## config.mk

```make
export PLATFORM = sky130hd
export DESIGN_NAME = sort_ram
export DESIGN_NICKNAME = d
export VERILOG_FILES = /design/src/rtl/sort_pkg.sv /design/src/rtl/sort_ram_core.sv /design/src/rtl/sort_ram.sv
export SDC_FILE = /design/constraint.sdc
export NUM_CORES = 1
export LEC_CHECK = 0
export BUFFER_PORTS_ARGS = -buffer_cell sky130_fd_sc_hd__buf_2
export CAP_MARGIN = 25
export CELL_PAD_IN_SITES_DETAIL_PLACEMENT = 2
export CELL_PAD_IN_SITES_GLOBAL_PLACEMENT = 2
export CORE_ASPECT_RATIO = 0.5
export CORE_MARGIN = 4
export CORE_UTILIZATION = 35
export DETAILED_ROUTE_END_ITERATION = 12
export PLACE_DENSITY_LB_ADDON = 0.1
export REMOVE_ABC_BUFFERS = 1
export SLEW_MARGIN = 0
export SYNTH_ARGS = -nofsm -noshare
export SYNTH_HDL_FRONTEND = slang
export SYNTH_SLANG_ARGS = --single-unit
```

## constraint.sdc

```tcl
create_clock -name clk -period 3.8 [get_ports clk]
set_input_delay 0.57 -clock clk [delete_from_list [all_inputs] [get_ports clk]]
set_output_delay 0.57 -clock clk [all_outputs]
set_load 0.05 [all_outputs]
```

## src/rtl/sort_pkg.sv

```systemverilog
// sort_pkg: shared types, init modes and compare helper for the sort RAM
package sort_pkg;
  typedef enum logic [1:0] {OP_READ, OP_WRITE, OP_SWAP, OP_CMPSWAP} op_e;
  typedef enum logic [1:0] {S_INIT, S_IDLE, S_XCHG} state_e;
  localparam int INIT_ZERO = 0;
  localparam int INIT_DESC = 1;
  localparam int INIT_NONE = 2;
  // Flipping the sign bit maps two's complement onto offset binary, so one unsigned compare serves both
  function automatic logic cmp_gt(input logic [63:0] a, input logic [63:0] b, input int w, input logic sgn);
    logic [63:0] flip;
    flip = sgn ? (64'd1 << (w - 1)) : 64'd0;
    return (a ^ flip) > (b ^ flip);
  endfunction
endpackage

```

## src/rtl/sort_ram_core.sv

```systemverilog
// sort_ram_core: storage array with two async read ports and two write ports
module sort_ram_core #(
  parameter int DATA_W = 8,
  parameter int DEPTH  = 8,
  parameter int ADDR_W = $clog2(DEPTH)
) (
  input  logic              clk,
  input  logic [ADDR_W-1:0] ra_addr,
  input  logic [ADDR_W-1:0] rb_addr,
  output logic [DATA_W-1:0] ra_data,
  output logic [DATA_W-1:0] rb_data,
  input  logic              wa_en,
  input  logic [ADDR_W-1:0] wa_addr,
  input  logic [DATA_W-1:0] wa_data,
  input  logic              wb_en,
  input  logic [ADDR_W-1:0] wb_addr,
  input  logic [DATA_W-1:0] wb_data
);
  logic [DATA_W-1:0] mem [DEPTH];
  assign ra_data = 32'(ra_addr) < DEPTH ? mem[ra_addr] : '0;
  assign rb_data = 32'(rb_addr) < DEPTH ? mem[rb_addr] : '0;
  always_ff @(posedge clk) begin
    if (wa_en && 32'(wa_addr) < DEPTH) mem[wa_addr] <= wa_data;
    if (wb_en && 32'(wb_addr) < DEPTH) mem[wb_addr] <= wb_data;
  end
endmodule

```

## src/rtl/sort_ram.sv

```systemverilog
// sort_ram: request-port data store with init fill, dual reads and atomic SWAP/CMPSWAP
module sort_ram
  import sort_pkg::*;
#(
  parameter int DATA_W     = 8,
  parameter int DEPTH      = 8,
  parameter int ADDR_W     = $clog2(DEPTH),
  parameter int INIT_MODE  = 1,
  parameter int SIGNED_CMP = 0
) (
  input  logic              clk,
  input  logic              rst,
  input  logic              req_valid,
  output logic              req_ready,
  input  logic [1:0]        req_op,
  input  logic [ADDR_W-1:0] req_addr_a,
  input  logic [ADDR_W-1:0] req_addr_b,
  input  logic [DATA_W-1:0] req_wdata,
  output logic              rsp_valid,
  output logic [DATA_W-1:0] rsp_rdata_a,
  output logic [DATA_W-1:0] rsp_rdata_b,
  output logic              rsp_swapped,
  output logic              init_done
);
  state_e state;
  op_e op;
  logic [ADDR_W-1:0] cnt, xa, xb, wa_addr;
  logic [DATA_W-1:0] xda, xdb, rd_a, rd_b, wa_data, pattern;
  logic xch, xch_next, acc, wa_en, wb_en;
  always_comb begin
    op = op_e'(req_op);
    acc = req_valid && req_ready;
    pattern = INIT_MODE == INIT_ZERO ? '0 : DATA_W'(DEPTH - 1 - 32'(cnt));
    xch_next = req_addr_a != req_addr_b && 32'(req_addr_a) < DEPTH && 32'(req_addr_b) < DEPTH &&
               (op == OP_SWAP || cmp_gt(64'(rd_a), 64'(rd_b), DATA_W, SIGNED_CMP != 0));
    // Gating with rst keeps the array untouched while reset is held
    wa_en = !rst && (state == S_INIT ? INIT_MODE != INIT_NONE : state == S_XCHG ? xch : acc && op == OP_WRITE);
    wa_addr = state == S_INIT ? cnt : state == S_XCHG ? xa : req_addr_a;
    wa_data = state == S_INIT ? pattern : state == S_XCHG ? xdb : req_wdata;
    wb_en = !rst && state == S_XCHG && xch;
  end
  sort_ram_core #(.DATA_W(DATA_W), .DEPTH(DEPTH), .ADDR_W(ADDR_W)) u_core (
    .clk(clk), .ra_addr(req_addr_a), .rb_addr(req_addr_b), .ra_data(rd_a), .rb_data(rd_b),
    .wa_en(wa_en), .wa_addr(wa_addr), .wa_data(wa_data),
    .wb_en(wb_en), .wb_addr(xb), .wb_data(xda)
  );
  always_ff @(posedge clk or posedge rst) begin
    if (rst) begin
      state <= S_INIT;
      cnt <= '0;
      req_ready <= 1'b0;
      rsp_valid <= 1'b0;
      rsp_rdata_a <= '0;
      rsp_rdata_b <= '0;
      rsp_swapped <= 1'b0;
      init_done <= 1'b0;
      xa <= '0;
      xb <= '0;
      xda <= '0;
      xdb <= '0;
      xch <= 1'b0;
    end else begin
      rsp_valid <= 1'b0;
      case (state)
        S_INIT: begin
          cnt <= cnt + ADDR_W'(1);
          if (INIT_MODE == INIT_NONE || cnt == ADDR_W'(DEPTH - 1)) begin
            state <= S_IDLE;
            req_ready <= 1'b1;
            init_done <= 1'b1;
          end
        end
        S_IDLE: if (acc) begin
          if (op == OP_SWAP || op == OP_CMPSWAP) begin
            state <= S_XCHG;
            req_ready <= 1'b0;
            xa <= req_addr_a;
            xb <= req_addr_b;
            xda <= rd_a;
            xdb <= rd_b;
            xch <= xch_next;
          end else begin
            rsp_valid <= 1'b1;
            rsp_rdata_a <= rd_a;
            rsp_rdata_b <= rd_b;
            rsp_swapped <= 1'b0;
          end
        end
        S_XCHG: begin
          state <= S_IDLE;
          req_ready <= 1'b1;
          rsp_valid <= 1'b1;
          rsp_rdata_a <= xda;
          rsp_rdata_b <= xdb;
          rsp_swapped <= xch;
        end
        default: state <= S_INIT;
      endcase
    end
  end
endmodule

```

==> impl_metrics.ini <==
[die]
core_area_sq_mm = 0.0176
dieArea_sq_mm = 0.0205
row_count = 34
initial_utilization_pct = 36.2
die_w_um = 199
chipHeight_um = 103
ios = 39

[setup_path]
cpPeakStageDelay_ps = 640
crit_slowest_cell = mux4_1
startpoint_type = primary input
critPathRequiredTime_ps = 4030
cp_max_fo = 18
path_class = primary input to flop
crit_family = multiplexers
worst-path-buf-inv = 1
critPathArrivalTime_ps = 3010
path_cells = buf_2 -> mux4_1 -> mux2_2 -> ha_1 -> nand2_1 -> or3_1 -> a21oi_1 -> o31ai_1
cp-end-kind = flop

[min_path]
hp-class = primary input to async pin

[global_route]
track_usage_pct = 19.5
gr-total-overflow = 0
antenna_found_initial = 0
grt_pass1_wl_um = 29000
grt_max_degree = 44
grt_pass1_vias = 4357

[finish]
area_growth_pct = 12.0
design_area_sq_mm = 0.00713
num-fill-cells = 1765
finalNonFillerCells = 742
multi_input_area_sq_mm = 0.00303
drive_gt1_share_pct = 38.2
diodes = 0
seqCellArea_sq_mm = 0.00312
fin_nets = 536
final_common_cell = mux2_2
layout_common_cells = mux2_2, edfxtp_1, dfrtp_1, buf_2, nand2_1

[timing]
whs_ps = 159
setup_tns_ps = 0
fin_crit_sh_pct = 73.2
max_clock_freq_mhz = 359
skew_ps = 12.9
slew_viol_final = 0
setup_viol = 0
rsz0062_at_grt = no
hold_violations = 0
min_period_ps = 2780
worst_pin_slew_ps = 800
slew_headroom_pct = 46.5

[drt]
totalWireLength_um = 19200
ant_nets = 0
first_iter_violations = 282
dr.pass1.iters = 4
route.detailed.drc = 0
vias_per_cell = 5.57
vias = 4132
routedWlPerCell_um = 25.8

[cts]
cts_buffers = 9
worstSkewPairLatency_ps = 360
cts_sinks = 112
cts_hold_buf = 0
root_buffer = clkbuf_16
htree_levels = 3
cts_tree = yes
post_cts_resized = 0
cts_setup_buffers = 0
cts_buffer_depth = 2
clk_pin_slew_ps = 90

[yosys]
yosysSeqAreaShare_pct = 49.0
synthCells = 469
ys_warn_count = 0
synth_top_area_share_pct = 30.2
synth_cell_types = 42
synthTopCellsByArea = edfxtp_1, dfrtp_1, mux2_2
postSynthAreaPerCell_sq_um = 13.6
synth_area_leader_cell = edfxtp_1
syn_area_sq_mm = 0.00637
synth_seq_cells = 112

[power]
p_per_area_mw_per_mm2 = 752
p_leak_nw = 2.74
peakVddDrop_mv = 0.244
finalPower_mw = 5.37

[placed_design]
dp_hpwl_um = 13600
gp_congestion = 0.760
post_dp_cell_area_sq_mm = 0.00680
io_buffers = 38
dp.cells = 725

[run_status]
outcome = completed

[run]
maxCapViolations = 0
## through the flow
stage / util [%] / setup slack, ps
global route: 40.5 / 856
detailed placement: 38.6 / 632
CTS: 40.4 / 1000
global placement: 38.6 / 656
floorplan: - / 599
finish: 40.5 / 1020
## layer usage
layer  vias to the layer above  track usage [%]  routed length (um)
met5                         -                0                   0
met4                         0             2.52                 108
met3                         9             4.01                1070
met2                        97             29.4                8150
met1                      2167             29.9                9830
li1                       1859                -                   -
## worst register-to-register path, stage by stage, from the launching register on
cell      delay [ps]
dfrtp_1          440
inv_1            100
ha_2             190
nand2_1          120
nor3_1           410
and3_1           680
o21bai_1         210
buf_4            230
## final timing paths
check	startpoint	to	slack, ps	cells after the start
max	req_addr_a[0]	xch	1020	8
min	rst	xa[0]	160	2
max reg2reg	state[0]	u_core.mem[6][7]	1100	7
min reg2reg	init_done	init_done	480	1
max in group asynchronous	rst	xch	2950	4
min in group clk	init_done	init_done	480	1
## cells by family after synthesis
kind of cell / after synthesis / synth area share [%]
compound gates: 70 / 6.39
fa+ha+maj: 14 / 2.75
buf+inv: 40 / 3.40
simple gates: 83 / 6.17
flops: 112 / 49.0
xor+xnor: 4 / 0.550
mux: 146 / 31.7
## power breakdown
part           switching (mW)  total [mW]  internal, mW
Clock                   0.496        1.02         0.529
Combinational            1.34        2.21         0.871
Sequential              0.355        2.14          1.78
Total                    2.19        5.37          3.18
## cells in the mapped netlist
library cell / count
a211oi_1: 1
a211oi_2: 1
a21oi_1: 25
a31o_2: 1
a32o_1: 1
and2_1: 1
and3_1: 2
and3b_1: 1
and4_1: 1
buf_1: 1
buf_12: 1
buf_2: 19
buf_4: 1
buf_6: 3
clkbuf_1: 11
dfrtp_1: 48
edfxtp_1: 64
ha_1: 14
inv_1: 4
mux2_2: 90
mux2i_1: 23
mux2i_2: 1
mux4_1: 11
mux4_2: 21
nand2_1: 32
nand2b_1: 2
nand3_1: 3
nand3b_1: 4
nand4_1: 2
nor2_1: 25
nor2_2: 1
nor2b_1: 4
nor3_1: 2
nor3b_2: 2
o211ai_1: 1
o21a_1: 7
o21ai_0: 25
o21ai_1: 1
o21bai_1: 4
o31ai_1: 3
or3_1: 1
xor2_1: 4
## sequential cells by signal, summed over array words and instances (netlist names)
signal / cells
req_ready: 1
xdb: 8
rsp_swapped: 1
rsp_valid: 1
rsp_rdata_b: 8
cnt: 3
rsp_rdata_a: 8
xa: 3
xch: 1
u_core.mem: 64
state: 2
xda: 8
init_done: 1
xb: 3
## final cells by class
class	count	share of cell area [%]
inverter	4	0.210
timing repair buffer	59	5.05
clock buffer	9	3.16
sequential	112	43.8
tap	234	4.10
multi-input combinational	317	42.5
clock inverter	7	1.21
Power figures use the tool's default switching activity.
